==> src/rtl/br_stack.sv <==
`default_nettype none
// ============================================================================
//  Module      : br_stack
//  Description : Branch-target unit with a register-based return-address
//                stack. Decodes the branch-class op in execute, evaluates the
//                condition mask against the status flags and drives the
//                next-PC target and select into the PC stage with zero added
//                latency. BSR pushes PC+1, RTS pops it; overflow/underflow
//                fall through to PC+1 and set a sticky error flag.
//  Revision    : 1.0  initial release
// ============================================================================
module br_stack #(
    parameter int DEPTH = 8,
    parameter int CNT_W = 4
) (
    input  logic             clk,
    input  logic             br_rst,
    input  logic             br_en,
    input  logic [2:0]       br_op,
    input  logic [15:0]      br_imm,
    input  logic [3:0]       br_mask,
    input  logic [3:0]       stat,
    input  logic [15:0]      pc_inc,
    output logic [15:0]      br_addr,
    output logic             pc_sel,
    output logic [CNT_W-1:0] stk_cnt,
    output logic             stk_full,
    output logic             stk_empty,
    output logic             br_err
);

    // Index width into the entry array; DEPTH == 2**c_IDX_W.
    localparam int c_IDX_W = CNT_W - 1;

    localparam logic [2:0] c_OP_BRR = 3'b001;
    localparam logic [2:0] c_OP_BRA = 3'b010;
    localparam logic [2:0] c_OP_BSR = 3'b011;
    localparam logic [2:0] c_OP_RTS = 3'b100;

    localparam logic [CNT_W-1:0] c_CNT_FULL = CNT_W'(DEPTH);

    logic [CNT_W-1:0]   stk_cnt_q, stk_cnt_d;
    logic               br_err_q,  br_err_d;
    logic [15:0]        stack_q [DEPTH];
    logic [15:0]        stack_d [DEPTH];

    logic               w_cond;
    logic               w_full;
    logic               w_empty;
    logic [c_IDX_W-1:0] w_push_idx;
    logic [c_IDX_W-1:0] w_top_idx;

    // Status decode from the registered count only, so full/empty never glitch.
    always_comb begin
        w_cond     = (br_mask & stat) != 4'b0000;
        w_full     = (stk_cnt_q == c_CNT_FULL);
        w_empty    = (stk_cnt_q == '0);
        // The low bits of the count address the next free slot; when the
        // stack is full they wrap to 0, which still yields the correct top.
        w_push_idx = stk_cnt_q[c_IDX_W-1:0];
        w_top_idx  = stk_cnt_q[c_IDX_W-1:0] - c_IDX_W'(1);
    end

    // Next-PC target and select; overflowed calls and empty returns fall through to PC+1.
    always_comb begin
        br_addr = pc_inc;
        pc_sel  = 1'b0;
        case (br_op)
            c_OP_BRR: begin
                br_addr = pc_inc + br_imm;
                pc_sel  = br_en & w_cond;
            end
            c_OP_BRA: begin
                br_addr = br_imm;
                pc_sel  = br_en & w_cond;
            end
            c_OP_BSR: begin
                if (!w_full) begin
                    br_addr = br_imm;
                    pc_sel  = br_en;
                end
            end
            c_OP_RTS: begin
                if (!w_empty) begin
                    br_addr = stack_q[w_top_idx];
                    pc_sel  = br_en;
                end
            end
            default: begin
                br_addr = pc_inc;
                pc_sel  = 1'b0;
            end
        endcase
    end

    // Stack push/pop and sticky error next-state; at most one push or pop per cycle.
    always_comb begin
        stk_cnt_d = stk_cnt_q;
        br_err_d  = br_err_q;
        stack_d   = stack_q;
        if (br_en) begin
            case (br_op)
                c_OP_BSR: begin
                    if (w_full) begin
                        br_err_d = 1'b1;
                    end else begin
                        stack_d[w_push_idx] = pc_inc;
                        stk_cnt_d           = stk_cnt_q + CNT_W'(1);
                    end
                end
                c_OP_RTS: begin
                    if (w_empty) begin
                        br_err_d = 1'b1;
                    end else begin
                        stk_cnt_d = stk_cnt_q - CNT_W'(1);
                    end
                end
                default: begin
                    stk_cnt_d = stk_cnt_q;
                end
            endcase
        end
    end

    // State registers; reset overrides any strobe at the same edge.
    always_ff @(posedge clk) begin
        if (br_rst) begin
            stk_cnt_q <= '0;
            br_err_q  <= 1'b0;
            for (int i = 0; i < DEPTH; i++) begin
                stack_q[i] <= 16'h0000;
            end
        end else begin
            stk_cnt_q <= stk_cnt_d;
            br_err_q  <= br_err_d;
            stack_q   <= stack_d;
        end
    end

    // Registered status outputs.
    always_comb begin
        stk_cnt   = stk_cnt_q;
        stk_full  = w_full;
        stk_empty = w_empty;
        br_err    = br_err_q;
    end

endmodule
`default_nettype wire
==> config.mk <==
export PLATFORM = sky130hd
export DESIGN_NAME = br_stack
export DESIGN_NICKNAME = d
export VERILOG_FILES = /design/src/rtl/br_stack.sv
export SDC_FILE = /design/constraint.sdc
export NUM_CORES = 1
export LEC_CHECK = 0
export ABC_AREA = 1
export CAP_MARGIN = 20
export CORE_MARGIN = 2
export CORE_UTILIZATION = 28
export CTS_CLUSTER_DIAMETER = 30
export DETAILED_ROUTE_END_ITERATION = 8
export PLACE_DENSITY_LB_ADDON = 0.08
export SLEW_MARGIN = 20
export SYNTH_ARGS = -nofsm -noshare
export SYNTH_HDL_FRONTEND = slang
export SYNTH_SLANG_ARGS = --single-unit
==> constraint.sdc <==
create_clock -name clk -period 3.5 [get_ports clk]
set_input_delay 0.7 -clock clk [delete_from_list [all_inputs] [get_ports clk]]
set_output_delay 0.7 -clock clk [all_outputs]
set_load 0.01 [all_outputs]
### Word-level counts from Yosys, hierarchy flattened

Index checks and enable logic that the tools add are counted.

* register bits after elaboration: 133
* output and inout bits: 24
* word-level logic and storage cells: 57

* add/sub/neg operators: 4
* order comparisons: 3
* equal/unequal tests: 9
* muxes and demuxes: 18
* bitwise operators: 5
* reductions and logical operators: 8

Operator list (number)
* 128-bit bitwise mux: 1
* 16-bit two-way mux: 5
* 16-bit case mux with 4 select lines: 1
* 16-bit binary-select mux with 3-bit select: 1
* 16-bit demux with 3-bit select: 1
* 16-bit adder: 1
* 4-bit >= comparator (second input constant): 2
* 4-bit two-way mux: 2
* 2-bit != test (second input constant): 4
* 3-bit inverter with 4-bit output: 2
* 4-bit case mux with 2 select lines: 1
* 4-bit AND reduction: 2
* 3-bit by 2-bit equality test with 1-bit output (second input constant): 2
* 4-bit by 1-bit adder with 4-bit output (second input constant): 1
* 4-bit AND: 1
* 4-bit equality test (second input constant): 1
* 4-bit logical NOT: 1
* 4-bit by 1-bit < comparator with 1-bit output (second input constant): 1
* 1-bit two-way mux: 4
* 4-bit nonzero test: 1
* 4-bit by 1-bit subtractor with 4-bit output (second input constant): 1
* 3-bit by 1-bit equality test with 1-bit output (second input constant): 1
* 3-bit equality test (second input constant): 1
* 1-bit case mux with 3 select lines: 1
* 8 further kinds: 8

### Depth between registers and ports, before layout

Gate-level depths: netlist of the first run.

* depth in word-level cells: 7
* mapped depth: 14

### Worst setup path before layout of the first run

Ideal clock, no wire load.

* path kind: flip-flop to output port
* from: reg stk_cnt_q[0], in the netlist stk_cnt[0]
* to: out br_addr[15]
* arrival: 2390 ps
* required time: 2800 ps
* slack: 410 ps
* cell stages (with the launch flop): 13
* path through: dfxtp_1 > buf_2 > clkinv_1 > clkbuf_1 > ha_1 > xnor2_1 > inv_1 > buf_2 > nand3_1 > nand3_1 > nand2_1 > inv_1 > nand3_1

* longest elaborated chain between the ends: 7

Ends and longest elaborated chain
* from (decl): line 42 `logic [CNT_W-1:0] stk_cnt_q, stk_cnt_d;`
* from (signal assigned): line 134 `stk_cnt_q <= stk_cnt_d;`
* 3-bit by 1-bit subtractor with 3-bit output: line 61 `w_top_idx = stk_cnt_q[c_IDX_W-1:0] - c_IDX_W'(1);`
* named net w_top_idx[0]: line 51 `logic [c_IDX_W-1:0] w_top_idx;`
* 3-bit inverter with 4-bit output (implied by the code): line 85 `br_addr = stack_q[w_top_idx];`
* 16-bit binary-select mux with 3-bit select: line 85
* 16-bit two-way mux (implied by the code) (2 in series): line 85
* 16-bit two-way mux: line 84 `if (!w_empty) begin`
* 16-bit case mux with 4 select lines: line 68 `case (br_op)`
* to (decl): line 24 `output logic [15:0] br_addr,`

The timed path passes the listed nets, and every way through them passes these cells. The select of a mux whose other input is x is not followed.

### Worst setup path in the final report of the first run

* from: in br_op[0]
* to: out br_addr[3]

* longest elaborated chain between the ends: 2

Ends and longest elaborated chain
* from (decl): line 19 `input logic [2:0] br_op,`
* 3-bit equality test, or another cell as far along: line 68
* 16-bit case mux with 4 select lines *: line 68

Every way passes the cells marked *; elsewhere a longest branch is shown, timed or not.

==> results of run 1 <==
-- metrics by stage --
stage	instances	worst slack [ps]	utilization, %
6_report	1552	125	36.4
5_1_grt	1552	5.71	36.4
4_1_cts	1551	30.1	36.3
3_5_place_dp	1519	-249	33.8
3_3_place_gp	1519	-239	33.8
2_1_floorplan	1139	410	-
-- cell usage after synthesis, types with 2 or more instances --
master and count:
nor2_1 323, o21ai_0 182, nand2_1 156, dfxtp_1 133, inv_1 76, nand3_1 62
a21oi_1 36, clkbuf_1 36, buf_2 19, ha_1 18, o211ai_1 18, buf_1 16
nand4_1 8, o21ai_1 8, nor2_4 7, o221ai_1 6, inv_2 5, nand3b_1 5
clkbuf_2 4, nor3_1 3, or2_2 3, xor2_1 3, a22oi_1 2, fa_1 2
-- per-layer routing --
| layer | vias to the layer above | wire length (µm) | global-route usage (%) |
|---|---|---|---|
| met5 | - | 0 | 0 |
| li1 | 3828 | - | - |
| met3 | 17 | 904 | 2.47 |
| met4 | 0 | 224 | 4.70 |
| met2 | 157 | 10400 | 28.2 |
| met1 | 3414 | 12900 | 27.2 |
-- cell families after synthesis --
kind of cell	Yosys count	share of synthesized area, %
AO/OA/AOI/OAI	254	18.6
buffers and inverters	157	8.50
XOR/XNOR	4	0.482
flip-flops	133	36.6
AND/OR/NAND/NOR	571	32.2
adder cells (fa/ha/maj)	20	3.65
-- state kept, by name, summed over array words and instances, names as in the netlist --
| register | flops |
|---|---|
| br_err | 1 |
| stack_q | 128 |
| stk_cnt | 4 |
-- worst min-delay path: stages, from the launching register on --
cell	delay, ps
dfxtp_1	290
inv_1	60
a21oi_1	50
-- cell type report --
type                    count  share of cell area, %
multi-input cells         849                   43.9
flip-flops and latches    133                   28.9
repair buffers            126                   12.6
clock buffers              19                   4.80
well taps                 330                   4.48
inverters                  82                   3.34
clock inverters            13                   1.97
-- power by group --
part	total [mW]	switching, mW	internal, mW
sequential	1.53	0.00687	1.53
clock	1.91	0.701	1.21
combinational	0.663	0.394	0.269
-- worst paths after layout --
| check | startpoint | to | slack (ps) | cells past startpoint |
|---|---|---|---|---|
| setup / recovery | br_op[0] | br_addr[3] | 130 | 10 |
| hold reg to reg | stack_q[30] | stack_q[30] | 460 | 2 |
| hold / removal | stack_q[30] | stack_q[30] | 460 | 2 |
| setup reg to reg | stk_cnt[0] | stack_q[94] | 1240 | 7 |
-- repair_timing --
| action | CTS | global route |
|---|---|---|
| gates resized for setup | 20 | 15 |
| setup buffers | 0 | 1 |
| hold buffers | 0 | 0 |
| pin swaps | 1 | 4 |
| endpoints found under the setup margin | 15 | 11 |
==> metrics.md, run 1 <==
| Metric | Value |
|---|---|
| Post-Syn Instances | `roughly 1100` |
| Fin Clk Skew | `8.68 ps` |
| Maxcap violations | `0` |
| Total GRT Usage | `18.5%` |
| Worst stage delay on the critical path | `560 ps` |
| Post-layout instance area | `9230 µm²` |
| Initial antenna violation count | `0` |
| Die W | `165 µm` |
| Cts bufs inserted | `17` |
| Vias in the first global route | `6947` |
| # diodes | `0` |
| Status | `finished clean` |
| Crit path required time | `2800 ps` |
| Final nets | `approximately 1300` |
| Commonest non-fill, non-tap cell in the layout | `nor2_1` |
| Critical setup path kind | `input pin to output port` |
| Fin crit period | `3370 ps` |
| WL/cell | `approximately 16 µm` |
| DRC | `0` |
| Cell Area, Synth | `7270 µm²` |
| CP Capture Type | `output port` |
| H-tree depth | `4` |
| Total negative slack | `0 ps` |
| DR vias | `7416` |
| Rows | `58` |
| FILL cells | `approximately 2700` |
| Unrepaired setup endpoints after global routing | `false` |
| Yosys top cell by area | `dfxtp_1` |
| Clock transition at path regs | `60 ps` |
| Maximum vdd drop | `230 µV` |
| Placed cell area | `8550 µm²` |
| LEAKAGE | `around 4.2 nW` |
| First-pass GRT wire length | `38900 µm` |
| Vias per cell | `4.78` |
| DIE HEIGHT | `about 170 µm` |
| Slew Limit Fails | `0` |
| Syn. warnings | `0` |
| IO Pins | `70` |
| Core area | `25300 µm²` |
| Starting Density | `28.7%` |
| EDFF count, synth | `0` |
| Bufs and invs on worst path | `5` |
| Mean Syn Cell Area | `6.39 µm²` |
| CTS sink cnt | `133` |
| Most frequent cells in the layout | `nor2_1, o21ai_0, nand2_1, dfxtp_1, inv_1` |
| Die area | `27300 µm²` |
| Area share of the largest cell type after synthesis | `36.6%` |
| Synth top area cells | `dfxtp_1, nor2_1, o21ai_0` |
| Final period util | `96.4%` |
| Final setup fails | `0` |
| PortBufs | `just under 70` |
| Syn nets | `approximately 1200` |
| Ys async rst share | `0%` |
| Post-detailed-routing wire length | `24400 µm` |
| Main synth FF type | `dfxtp_1` |
| Clock root cell | `clkbuf_16` |
| Delay-heaviest family, CP | `buffers and inverters` |
| Slew at the pin closest to its max-slew limit | `802 ps` |
| PD cells | `445 nW/µm²` |
| CTS max path bufs | `2` |
| Largest net degree at the start of global routing | `132` |
| Max FO, Critical Path | `16` |
| Synthesis-to-layout area growth | `26.9%` |
| Slowest cell on the critical path | `clkdlybuf4s50_1` |
| Slew margin rel. | `~46%` |
| Highest clock rate | `about 300 MHz` |
| TritonCTS clock tree | `built` |
| Drt pass-1 iters | `5` |
| DR iter-0 viols | `530` |
| CP Cell Sequence | `clkdlybuf4s50_1, inv_1, nand3_2, inv_1, a21oi_2, o21ai_1, buf_12, nand2_1, nand4_1, clkdlybuf4s50_1` |
| HP Class | `register to register` |
| Clock Latency Late Sink | `between 400 and 500 ps` |
| Synth Register Bits | `133` |
| ANT nets after route | `0` |
| Arrival time at the worst endpoint | `around 2700 ps` |
| Detail Placement HPWL | `16300 µm` |
| Min Hold Slack | `457 ps` |
| Final Power | `roughly 4.1 mW` |
| Final GP Congestion | `0.768` |
| Multi-input gate area | `a little over 4000 µm²` |
| Seq/Total Area, Yosys | `around 37%` |
| Register Area | `2660 µm²` |
| GRT Residual Overflow | `0` |
| Final Hold Fails | `0` |
| Startpoint Class | `input pin` |
| Distinct cells, synth | `32` |
| Layout cells sized above 1 | `10.1%` |
Power figures use the tool's default switching activity.
==> run 2: changes to the inputs <==
PLACE_DENSITY_LB_ADDON = default   (was 0.08)
==> metrics.md, run 2 (same netlist as run 1, synthesis figures left out) <==
| Metric | Value |
|---|---|
| Rows | `58 (unchanged)` |
| Placed cell area | `8520 µm² (-0.35%)` |
| H-tree depth | `4 (unchanged)` |
| Final GP Congestion | `0.898 (+17%)` |
| Layout cells sized above 1 | `10.0% (-0.15 points)` |
| DR vias | `7502 (+1.2%)` |
| # diodes | `0 (unchanged)` |
| WL/cell | `14.5 µm (-7.8%)` |
| Cts bufs inserted | `17 (unchanged)` |
| Die area | `27300 µm² (unchanged)` |
| Post-Layout Cell Count | `1550 (-0.13%)` |
| Clock Latency Late Sink | `430 ps (about the same)` |
| Drt pass-1 iters | `5 (unchanged)` |
| DRC | `0 (unchanged)` |
| Largest net degree at the start of global routing | `83 (-37%)` |
| IO Pins | `70 (unchanged)` |
| Placed Cells | `1515 (-0.26%)` |
| Synthesis-to-layout area growth | `26.7%` |
| Fin Clk Skew | `10.7 ps (+2.05 ps)` |
| Vias in the first global route | `7004 (+0.82%)` |
| Vias per cell | `4.84 (+1.3%)` |
| TritonCTS clock tree | `built` |
| CP startpoint | `br_imm[0]` |
| Detail Placement HPWL | `15000 µm (-8.0%)` |
| Final Hold Fails | `0 (unchanged)` |
| HP Class | `register to register` |
| DR iter-0 viols | `525 (-0.94%)` |
| Slew Limit Fails | `0 (unchanged)` |
| Slew at the pin closest to its max-slew limit | `765 ps (-36.8 ps)` |
| Commonest non-fill, non-tap cell in the layout | `nor2_1` |
| LEAKAGE | `4.15 nW (-0.27%)` |
| Highest clock rate | `296 MHz (about the same)` |
| Slew margin rel. | `48.9% (+2.5 points)` |
| Reg2reg path depth | `11 (+4)` |
| Final Power | `4.07 mW (-0.81%)` |
| Starting Density | `28.7% (unchanged)` |
| CP Capture Type | `output port` |
| Worst setup margin | `124 ps (-1.46 ps)` |
| Most flops, register | `stack_q` |
| Clock transition at path regs | `60 ps (about the same)` |
| Status | `finished clean` |
| DIE HEIGHT | `165 µm (unchanged)` |
| Final setup fails | `0 (unchanged)` |
| Arrival time at the worst endpoint | `2680 ps (about the same)` |
| Die W | `165 µm (unchanged)` |
| PD cells | `442 nW/µm² (-0.71%)` |
| R2R setup slack | `1240 ps (about the same)` |
| Min Hold Slack | `448 ps (-8.82 ps)` |
| Total GRT Usage | `16.8% (-1.6 points)` |
| GRT Residual Overflow | `0 (unchanged)` |
| Worst slack, placed | `-284 ps (-35.8 ps)` |
| CTS sink cnt | `133 (unchanged)` |
| Core area | `25300 µm² (unchanged)` |
| Final period util | `96.5% (about the same)` |
| Maxcap violations | `0 (unchanged)` |
| Startpoint Class | `input pin` |
| Clock root cell | `clkbuf_16` |
| Post-detailed-routing wire length | `22500 µm (-8.0%)` |
| Most frequent cells in the layout | `nor2_1, o21ai_0, nand2_1, dfxtp_1, inv_1` |
| Final nets | `1273 (-0.16%)` |
| Max FFs per register | `128 (unchanged)` |
| Initial antenna violation count | `0 (unchanged)` |
| Crit path required time | `2800 ps (about the same)` |
| Fin crit period | `3380 ps (+1.46 ps)` |
| PortBufs | `69 (unchanged)` |
| Setup crit end | `br_addr[12]` |
| Maximum vdd drop | `212 µV (-7.7%)` |
| CTS max path bufs | `2 (unchanged)` |
| Max FO, Critical Path | `3 (-13)` |
| Critical setup path kind | `input pin to output port` |
| Worst R2R Start | `stk_cnt[0]` |
| Unrepaired setup endpoints after global routing | `false` |
| ANT nets after route | `0 (unchanged)` |
| Post-layout instance area | `9220 µm² (-0.11%)` |
| R2r endpoint | `stack_q[31]` |
| First-pass GRT wire length | `36200 µm (-6.9%)` |
==> run 2: cell count changes in the layout (fill, tap and decap cells not counted), sizes merged <==
| cell | before | now |
|---|---|---|
| buf | 57 | 55 |
| bufinv | 4 | 3 |
| clkbuf | 21 | 18 |
| clkinv | 5 | 3 |
| dlymetal6s2s | 1 | 2 |
| inv | 81 | 86 |
==> run 2: layout make-up <==
class	instances	area, µm²
Tap cell	330	413
Timing Repair Buffer	124	1160
Fill cell	2679	16100
Clock inverter	15	193
Inverter	82	312
Clock buffer	17	425
Sequential cell	133	2660
Multi-Input combinational cell	849	4050
==> run 2: repair_timing <==
action | 4_1_cts | 5_1_grt
hold buffers | 0 | 0
buffers inserted | 0 | 3
gates resized for setup | 16 | 17
hold endpoints to repair | 0 | 0
pin swaps | 0 | 2
endpoints found under the setup margin | 12 | 11
==> run 2: critical path, stage by stage <==
cell and delay, ps:
clkdlybuf4s50_1 430, ha_2 210, fa_2 350, nand2_1 70
nand2_1 70, and2_1 170, nand3_1 120, nand3_1 90
nand2_1 60, nand3_1 70, nand3_1 100, clkdlybuf4s15_2 230
==> run 2: routing by layer <==
| layer | vias up | part of all wire (%) | global-route usage [%] |
|---|---|---|---|
| li1 | 3829 | - | - |
| met1 | 3416 | 48 | 22.6 |
| met2 | 228 | 44 | 27.3 |
| met3 | 29 | 6.6 | 3.50 |
| met4 | 0 | 1.1 | 4.66 |
| met5 | - | 0 | 0 |
==> run 2: how the worst min path moves through the flow <==
stage / start / end / slack (ps) / depth (start not counted)
floorplan: stack_q[91] / stack_q[91] / 430 / 2
global placement: stack_q[89] / stack_q[89] / 440 / 2
detailed placement: stack_q[89] / stack_q[89] / 440 / 2
CTS: stack_q[89] / stack_q[89] / 450 / 2
global route: stack_q[28] / stack_q[28] / 470 / 2
finish: stack_q[91] / stack_q[91] / 450 / 2
==> run 2: report_power, final <==
group	switching, mW	internal (mW)	total (mW)
combinational	0.385	0.274	0.659
clock	0.743	1.14	1.88
sequential	0.00709	1.53	1.53
==> run 2: metrics by stage <==
step	utilization (%)	setup TNS (ps)
after global placement	33.6	-1820
after global routing	36.4	0
after CTS	36.1	0
final	36.4	0
after floorplan	-	0
after detailed placement	33.6	-1990
